## src/rtl/jump_ctrl.sv

```systemverilog
// Branch/jump resolution ahead of the program counter: turns decoder control-flow
// requests into a jump_en/target pair using a programmable target LUT and a return stack.
module jump_ctrl #(
  parameter int D = 10,
  parameter int L = 4,
  parameter int S = 4
) (
  input  logic         clk,
  input  logic         reset,
  input  logic [D-1:0] prog_ctr,
  input  logic         br_en,
  input  logic         br_cond,
  input  logic         jmp_en,
  input  logic         call_en,
  input  logic         ret_en,
  input  logic         rel,
  input  logic [L-1:0] lut_idx,
  input  logic         lut_we,
  input  logic [L-1:0] lut_waddr,
  input  logic [D-1:0] lut_wdata,
  output logic         jump_en,
  output logic [D-1:0] target,
  output logic         stack_full,
  output logic         stack_empty,
  output logic         err
);

  localparam int CW = $clog2(S + 1);
  localparam int SW = (S > 1) ? $clog2(S) : 1;

  logic [D-1:0]  lut [2**L];
  logic [D-1:0]  stk [S];
  logic [CW-1:0] count;

  logic [D-1:0]  lut_e;
  logic [D-1:0]  lut_t;
  logic [D-1:0]  ret_addr;
  logic [SW-1:0] top_idx;
  logic [SW-1:0] push_idx;
  logic          do_push;
  logic          do_pop;
  logic          overflow;
  logic          underflow;

  assign stack_empty = (count == '0);
  assign stack_full  = (count == CW'(S));

  assign lut_e    = lut[lut_idx];
  assign lut_t    = rel ? (prog_ctr + lut_e) : lut_e;
  assign ret_addr = prog_ctr + D'(1);
  assign top_idx  = SW'(count - CW'(1));
  assign push_idx = SW'(count);

  // ret outranks call, so a push and a pop can never happen in the same cycle
  assign do_push   = call_en && !ret_en && !stack_full;
  assign do_pop    = ret_en && !stack_empty;
  assign overflow  = call_en && !ret_en && stack_full;
  assign underflow = ret_en && stack_empty;

  always_comb begin
    jump_en = 1'b0;
    target  = '0;
    if (reset) begin
      if (ret_en) begin
        if (!stack_empty) begin
          jump_en = 1'b1;
          target  = stk[top_idx];
        end
      end else if (call_en || jmp_en) begin
        jump_en = 1'b1;
        target  = lut_t;
      end else if (br_en) begin
        jump_en = br_cond;
        target  = lut_t;
      end
    end
  end

  always_ff @(posedge clk) begin
    if (!reset) begin
      for (int i = 0; i < 2**L; i++) lut[i] <= '0;
      count <= '0;
      err   <= 1'b0;
    end else begin
      if (lut_we) lut[lut_waddr] <= lut_wdata;
      if (do_push)     count <= count + CW'(1);
      else if (do_pop) count <= count - CW'(1);
      if (overflow || underflow) err <= 1'b1;
    end
  end

  // Stack contents need no reset: count alone decides what is valid.
  always_ff @(posedge clk) begin
    if (reset && do_push) stk[push_idx] <= ret_addr;
  end

endmodule

```

## config.mk

```make
export PLATFORM = sky130hd
export DESIGN_NAME = jump_ctrl
export DESIGN_NICKNAME = d
export VERILOG_FILES = /design/src/rtl/jump_ctrl.sv
export SDC_FILE = /design/constraint.sdc
export NUM_CORES = 1
export LEC_CHECK = 0
export CAP_MARGIN = 10
export CORE_MARGIN = 5
export CORE_UTILIZATION = 60
export CTS_BUF_LIST = sky130_fd_sc_hd__clkbuf_8
export CTS_CLUSTER_SIZE = 30
export DETAILED_ROUTE_END_ITERATION = 16
export DONT_BUFFER_PORTS = 1
export GPL_TIMING_DRIVEN = 0
export PLACE_DENSITY_LB_ADDON = 0.1
export SYNTH_ARGS = -nofsm -noshare
export SYNTH_HDL_FRONTEND = slang
export SYNTH_SLANG_ARGS = --single-unit
export TNS_END_PERCENT = 1
```

## constraint.sdc

```tcl
create_clock -name clk -period 4.9 [get_ports clk]
set_input_delay 0.49 -clock clk [delete_from_list [all_inputs] [get_ports clk]]
set_output_delay 0.49 -clock clk [all_outputs]
set_load 0.02 [all_outputs]
```

==> results of run 1 <==
[final cells by class]
class / instances / area [µm²] / area share
clock buffer: 38 / 523 / 0.0481
sequential: 204 / 6090 / 0.560
tap: 216 / 270 / 0.0249
multi-input combinational: 408 / 3530 / 0.325
clock inverter: 23 / 125 / 0.0115
buffer: 36 / 201 / 0.0185
timing repair buffer: 11 / 86.3 / 0.00794
inverter: 11 / 41.3 / 0.00380
[power breakdown]
| group | internal, mW | switching, mW | total, mW |
|---|---|---|---|
| sequential | 2.03 | 0.0391 | 2.07 |
| combinational | 0.293 | 0.436 | 0.729 |
| clock | 0.767 | 0.662 | 1.43 |
[cells in the mapped netlist (3+ instances only)]
master	instances
a22oi_1	4
nor2_1	29
nand2b_1	9
edfxtp_1	200
mux4_2	54
nor2b_1	4
a211oi_1	3
nor3_1	8
and2_1	161
xnor2_1	9
dfxtp_1	4
and3_1	5
inv_1	10
clkbuf_1	28
o21ai_1	4
mux4_1	3
a21oi_1	16
ha_1	16
nand3_1	17
xor2_1	5
nand2_1	13
o21ai_0	16
mux2i_1	7
[metal layers]
layer	routed length, µm	vias up
met1	8420	2826
met4	736	0
met5	0	-
met3	1650	58
met2	11400	259
li1	-	2581
[per-stage QoR]
step                      hold WS (ns)  power (mW)  setup slack, ns  instances  utilization
after floorplan                  0.577        2.62            0.918        659            -
after global placement           0.613        2.80            0.100        875        0.633
after detailed placement         0.624        2.83            0.117        886        0.638
after CTS                        0.136        4.24            0.103        947        0.679
after global routing             0.147        4.39           0.0311        947        0.679
final                            0.153        4.22            0.292        947        0.679
[worst min-delay path by stage]
stage / end / cells past startpoint
after floorplan: count[1] / 3
after CTS: err / 2
after global placement: err / 2
final: err / 2
after global routing: lut[7][7] / 1
after detailed placement: count[1] / 3
[flip-flops by register name, indices dropped and copies added, names as in the netlist]
signal,cells
err,1
count,3
stk,40
lut,160
[cells by family (layout without fill, tap and decap cells)]
logic type | after synthesis | count (layout) | synth area share
simple gates | 255 | 255 | 0.149
mux | 66 | 66 | 0.141
flops | 204 | 204 | 0.618
compound gates | 56 | 56 | 0.0342
buf+inv | 47 | 119 | 0.0236
xor+xnor | 14 | 14 | 0.0124
fa+ha+maj | 17 | 17 | 0.0223
[cell usage in the layout (no fill, tap or decap), types with 3 or more instances in the layout]
master / n
and3_1: 5
o21ai_1: 15
nor2_1: 29
a21oi_1: 16
inv_1: 18
nand2_1: 13
mux4_1: 3
clkinv_1: 9
a211oi_1: 3
clkbuf_2: 3
clkbuf_1: 24
nand2b_1: 9
nor3_1: 8
clkbuf_8: 38
buf_4: 11
a22oi_1: 4
mux4_2: 54
xnor2_1: 9
clkinv_2: 3
nand3_1: 17
nor2b_1: 4
ha_1: 16
edfxtp_1: 200
and2_1: 161
buf_6: 3
o21ai_0: 5
dfxtp_1: 4
xor2_1: 5
mux2i_1: 7
[critical path, cell delays in order]
cell and delay [ns]:
buf_2 0.22, clkbuf_1 0.67, mux4_2 0.42, mux2_2 0.29, nand2_1 0.07, o21ai_1 0.11, ha_1 0.37, nand3_1 0.09
o221ai_1 0.18, o41ai_1 0.45, mux2i_1 0.27, xnor2_1 0.09, o21ai_1 0.37
==> results.yml, run 1 <==
status:
  status: "finished, final reports clean"
sta:
  relSlewSlack: 0.336
  rsz0062_at_grt: "false"
  period_share: 0.940
  worst-slew-pin-transition_ns: 0.989
  setup_violations: 0
  clock.fmax_ghz: 0.217
  tns_ns: 0
  hold_violations: 0
  slew_viol_final: 0
  period_minus_slack_ns: 4.61
  skew_ns: 0.00961
global_routing:
  grt_max_degree: 11
  use_met3: 0.0545
  grt_usage: 0.236
  grt.met1_usage: 0.298
  use_met2: 0.401
  grt_pass1_wl_mm: 34.5
  gr-total-overflow: 0
  first_global_vias: 6038
  busiest_layer: "met2"
  antenna_found_initial: 0
route:
  via_per_inst: 6.04
  drt-wirelength-per-cell_um: 23.4
  firstDrtPassIters: 5
  drc_errors: 0
  ant_nets: 0
  wirelength_mm: 22.2
  num_vias: 5724
  drt_iter0_drc: 561
die:
  initial_utilization: 0.616
  die_w_um: 138
  rows: 46
  core_um2: 16000
  die_area_um2: 19100
  io_pins: 51
  fp.dieH_um: 138
logic_synthesis:
  syn_inst: 659
  ys_seq_elements: 204
  syn_nets: 713
  yosysSeqAreaShare: 0.618
  yosys.area.top_type: "edfxtp_1"
  synthTopCellsByArea: "edfxtp_1 (61%), mux4_2 (12%), and2_1 (10%), ha_1 (2.0%), nor2_1 (1.1%)"
  syn_area_per_cell_um2: 15.0
  synth_cell_type_count: 47
  synth_area_um2: 9850
  ys.flop_type: "edfxtp_1"
  synth_top_cell_area_share: 0.610
  ys_async_sr_fraction: 0
  yosys_warnings: 0
  synth-edff-count: 200
hold_path:
  hold_start: "call_en"
  min_path_type: "in2reg"
cts:
  clk_latency_ns: 0.52
  cts-buffers-inserted: 35
  post_cts_resize_count: 0
  cts_tree: "yes"
  clk_pin_slew_ns: 0.06
  cts_max_path_buffers: 3
  cts-root-buf: "clkbuf_8"
  postCtsHoldBufs: 0
  cts_setup_buffers: 0
  htree_levels: 2
  cts_sinks: 204
placement:
  place_area_um2: 10200
  gp_congestion: 0.859
  hpwl_mm: 16.2
  portBuffers: 0
power_and_ir_drop:
  power.leakage_nw: 3.81
  power_density_nw_per_um2: 389
  peakVddDrop_uv: 249
critical_path:
  crit_arrival_ns: 4.12
  r2r_end: "stk[0][5]"
  cp-start-kind: "primary input"
  end_kind: "primary output"
  endpoint: "target[9]"
  cp_data_required_time_ns: 4.41
  crit_path_start: "lut_idx[1]"
  r2r_setup_slack_ns: 1.14
  worstPathMaxFanout: 10
  reg2reg_depth: 6
  critical_path_class: "in2out"
  r2r_start: "count[0]"
flow_run:
  maxCapViolCount: 0
cells_and_area:
  fill_cells: 1153
  diodes: 0
  design_area_um2: 10900
  area_growth_syn_to_layout_pct: 10.3
  nets: 761
  drive_above_1_share: 0.170
No activity file was read; power rests on OpenSTA's default activity.
==> run 2, diff against run 1 <==
Settings changed: CORE_MARGIN 5 to 4, CORE_UTILIZATION 60 to 66.
==> run 2 against run 1 <==
Against the previous run: largest power group unchanged; die area decreased by 11%; worst setup slack improved by 0.042 ns; utilization up 5.7 points.
==> results.yml, run 2 (same netlist as run 1, synthesis figures left out) <==
sta:
  skew_ns: 0.00443
  worst-slew-pin-transition_ns: 0.848
  period_minus_slack_ns: 4.57
  slew_viol_final: 0
  rsz0062_at_grt: "false"
  clock.fmax_ghz: 0.219
  tns_ns: 0
  setup_violations: 0
  period_share: 0.932
  hold_violations: 0
  relSlewSlack: 0.434
critical_path:
  crit_path_top_delay_cell: "clkdlybuf4s15_1"
  critical_path_class: "in2out"
  cp_data_required_time_ns: 4.41
  r2r_setup_slack_ns: 1.32
  worstPathMaxFanout: 10
  crit_arrival_ns: 4.08
  cpPeakStageDelay_ns: 0.57
  r2r_end: "stk[3][1]"
  end_kind: "primary output"
  cp-start-kind: "primary input"
  crit_chain: "clkdlybuf4s15_1, clkbuf_2, mux4_2, mux2i_1, a21oi_1, ha_1, a21oi_1, nand2_1, o41ai_1, mux2i_1, xnor2_1, o21ai_1"
  reg2reg_depth: 6
  r2r_start: "count[0]"
route:
  firstDrtPassIters: 5
  drt_iter0_drc: 425
  drt-wirelength-per-cell_um: 24.8
  wirelength_mm: 22.5
  num_vias: 5742
  via_per_inst: 6.32
  ant_nets: 0
  drc_errors: 0
cts:
  clk_pin_slew_ns: 0.06
  postCtsHoldBufs: 0
  cts_sinks: 204
  post_cts_resize_count: 0
  cts_max_path_buffers: 3
  cts_tree: "yes"
  htree_levels: 2
  cts-buffers-inserted: 34
  clk_latency_ns: 0.50
  cts_setup_buffers: 0
  cts-root-buf: "clkbuf_8"
status:
  status: "finished, final reports clean"
hold_path:
  hold_depth: 2
  hold_start: "call_en"
  min_path_type: "in2reg"
  holdPathEnd: "err"
power_and_ir_drop:
  power_density_nw_per_um2: 378
  p_clk_frac: 0.316
  peakVddDrop_uv: 227
  p_seq_frac: 0.510
  power.leakage_nw: 3.77
  pwr-share-comb: 0.174
  internal_power_mw: 2.97
  switching_power_mw: 1.09
  swShare: 0.268
die:
  io_pins: 51
  die_w_um: 130
  fp.dieH_um: 130
  rows: 44
  core_um2: 14600
  initial_utilization: 0.675
  die_area_um2: 16900
cells_and_area:
  final_common_cell: "edfxtp_1"
  layout_common_cells: "edfxtp_1 (200), and2_1 (161), mux4_2 (54)"
  top_regs: "lut: 160 flops, stk: 40 flops, count: 3 flops"
  nets: 761
  top_register: "lut"
  area_growth_syn_to_layout_pct: 9.02
  design_area_um2: 10700
  drive_above_1_share: 0.167
  diodes: 0
  largest_reg_flops: 160
global_routing:
  gr-total-overflow: 0
  grt_usage: 0.277
  grt_max_degree: 11
  first_global_vias: 6103
  antenna_found_initial: 0
  grt_pass1_wl_mm: 34.2
flow_run:
  maxCapViolCount: 0
placement:
  portBuffers: 0
  gp_congestion: 0.932
  place_area_um2: 10200
  hpwl_mm: 16.7
run 2: worst max path at each step:
stage / from / to / cells after the start
4_1_cts: lut_idx[1] / target[9] / 11
3_5_place_dp: lut_idx[1] / target[9] / 11
2_1_floorplan: lut_idx[0] / target[9] / 15
3_3_place_gp: lut_idx[1] / target[9] / 11
5_1_grt: lut_idx[1] / target[9] / 13
6_report: lut_idx[2] / target[9] / 12
run 2: final cells by class:
| type | count | area [µm²] |
|---|---|---|
| clock inverters | 18 | 76.3 |
| well taps | 184 | 230 |
| inverters | 11 | 41.3 |
| plain buffers | 36 | 201 |
| repair buffers | 12 | 90.1 |
| clock buffers | 35 | 482 |
| fillers | 934 | 3850 |
| multi-input cells | 408 | 3530 |
| flip-flops and latches | 204 | 6090 |
run 2: layer usage:
| layer | track usage | up-vias | share of wire | wire [µm] |
|---|---|---|---|---|
| met5 | 0 | - | 0 | 0 |
| met3 | 0.0634 | 44 | 0.067 | 1500 |
| met4 | 0.100 | 0 | 0.029 | 646 |
| met2 | 0.497 | 214 | 0.54 | 12100 |
| met1 | 0.328 | 2906 | 0.37 | 8330 |
| li1 | - | 2578 | - | - |
run 2: per-stage QoR:
stage          total power [mW]  instances  utilization  worst slack, ns  hold slack, ns
5_1_grt                    4.23        908        0.736           0.0842           0.150
3_5_place_dp               2.81        855        0.697           0.0765           0.618
3_3_place_gp               2.78        843        0.691            0.116           0.613
4_1_cts                    4.08        908        0.736           0.0781           0.130
6_report                   4.06        908        0.736            0.334           0.150
2_1_floorplan              2.62        659            -            0.918           0.577
run 2: power groups by stage:
stage | sequential (mW) | clock, mW | combinational [mW]
after floorplan | 2.09 | 0 | 0.530
after global placement | 2.10 | 0 | 0.687
after detailed placement | 2.10 | 0 | 0.708
after CTS | 2.07 | 1.30 | 0.711
after global routing | 2.08 | 1.39 | 0.765
final | 2.07 | 1.28 | 0.707
run 2: worst max-delay path, delay by kind of cell:
kind,cells,cell delay [ns]
AO/OA/AOI/OAI,4,1.21
XOR/XNOR,1,0.12
adder cells (fa/ha/maj),1,0.30
buffers and inverters,2,0.96
multiplexers,3,0.87
AND/OR/NAND/NOR,1,0.11
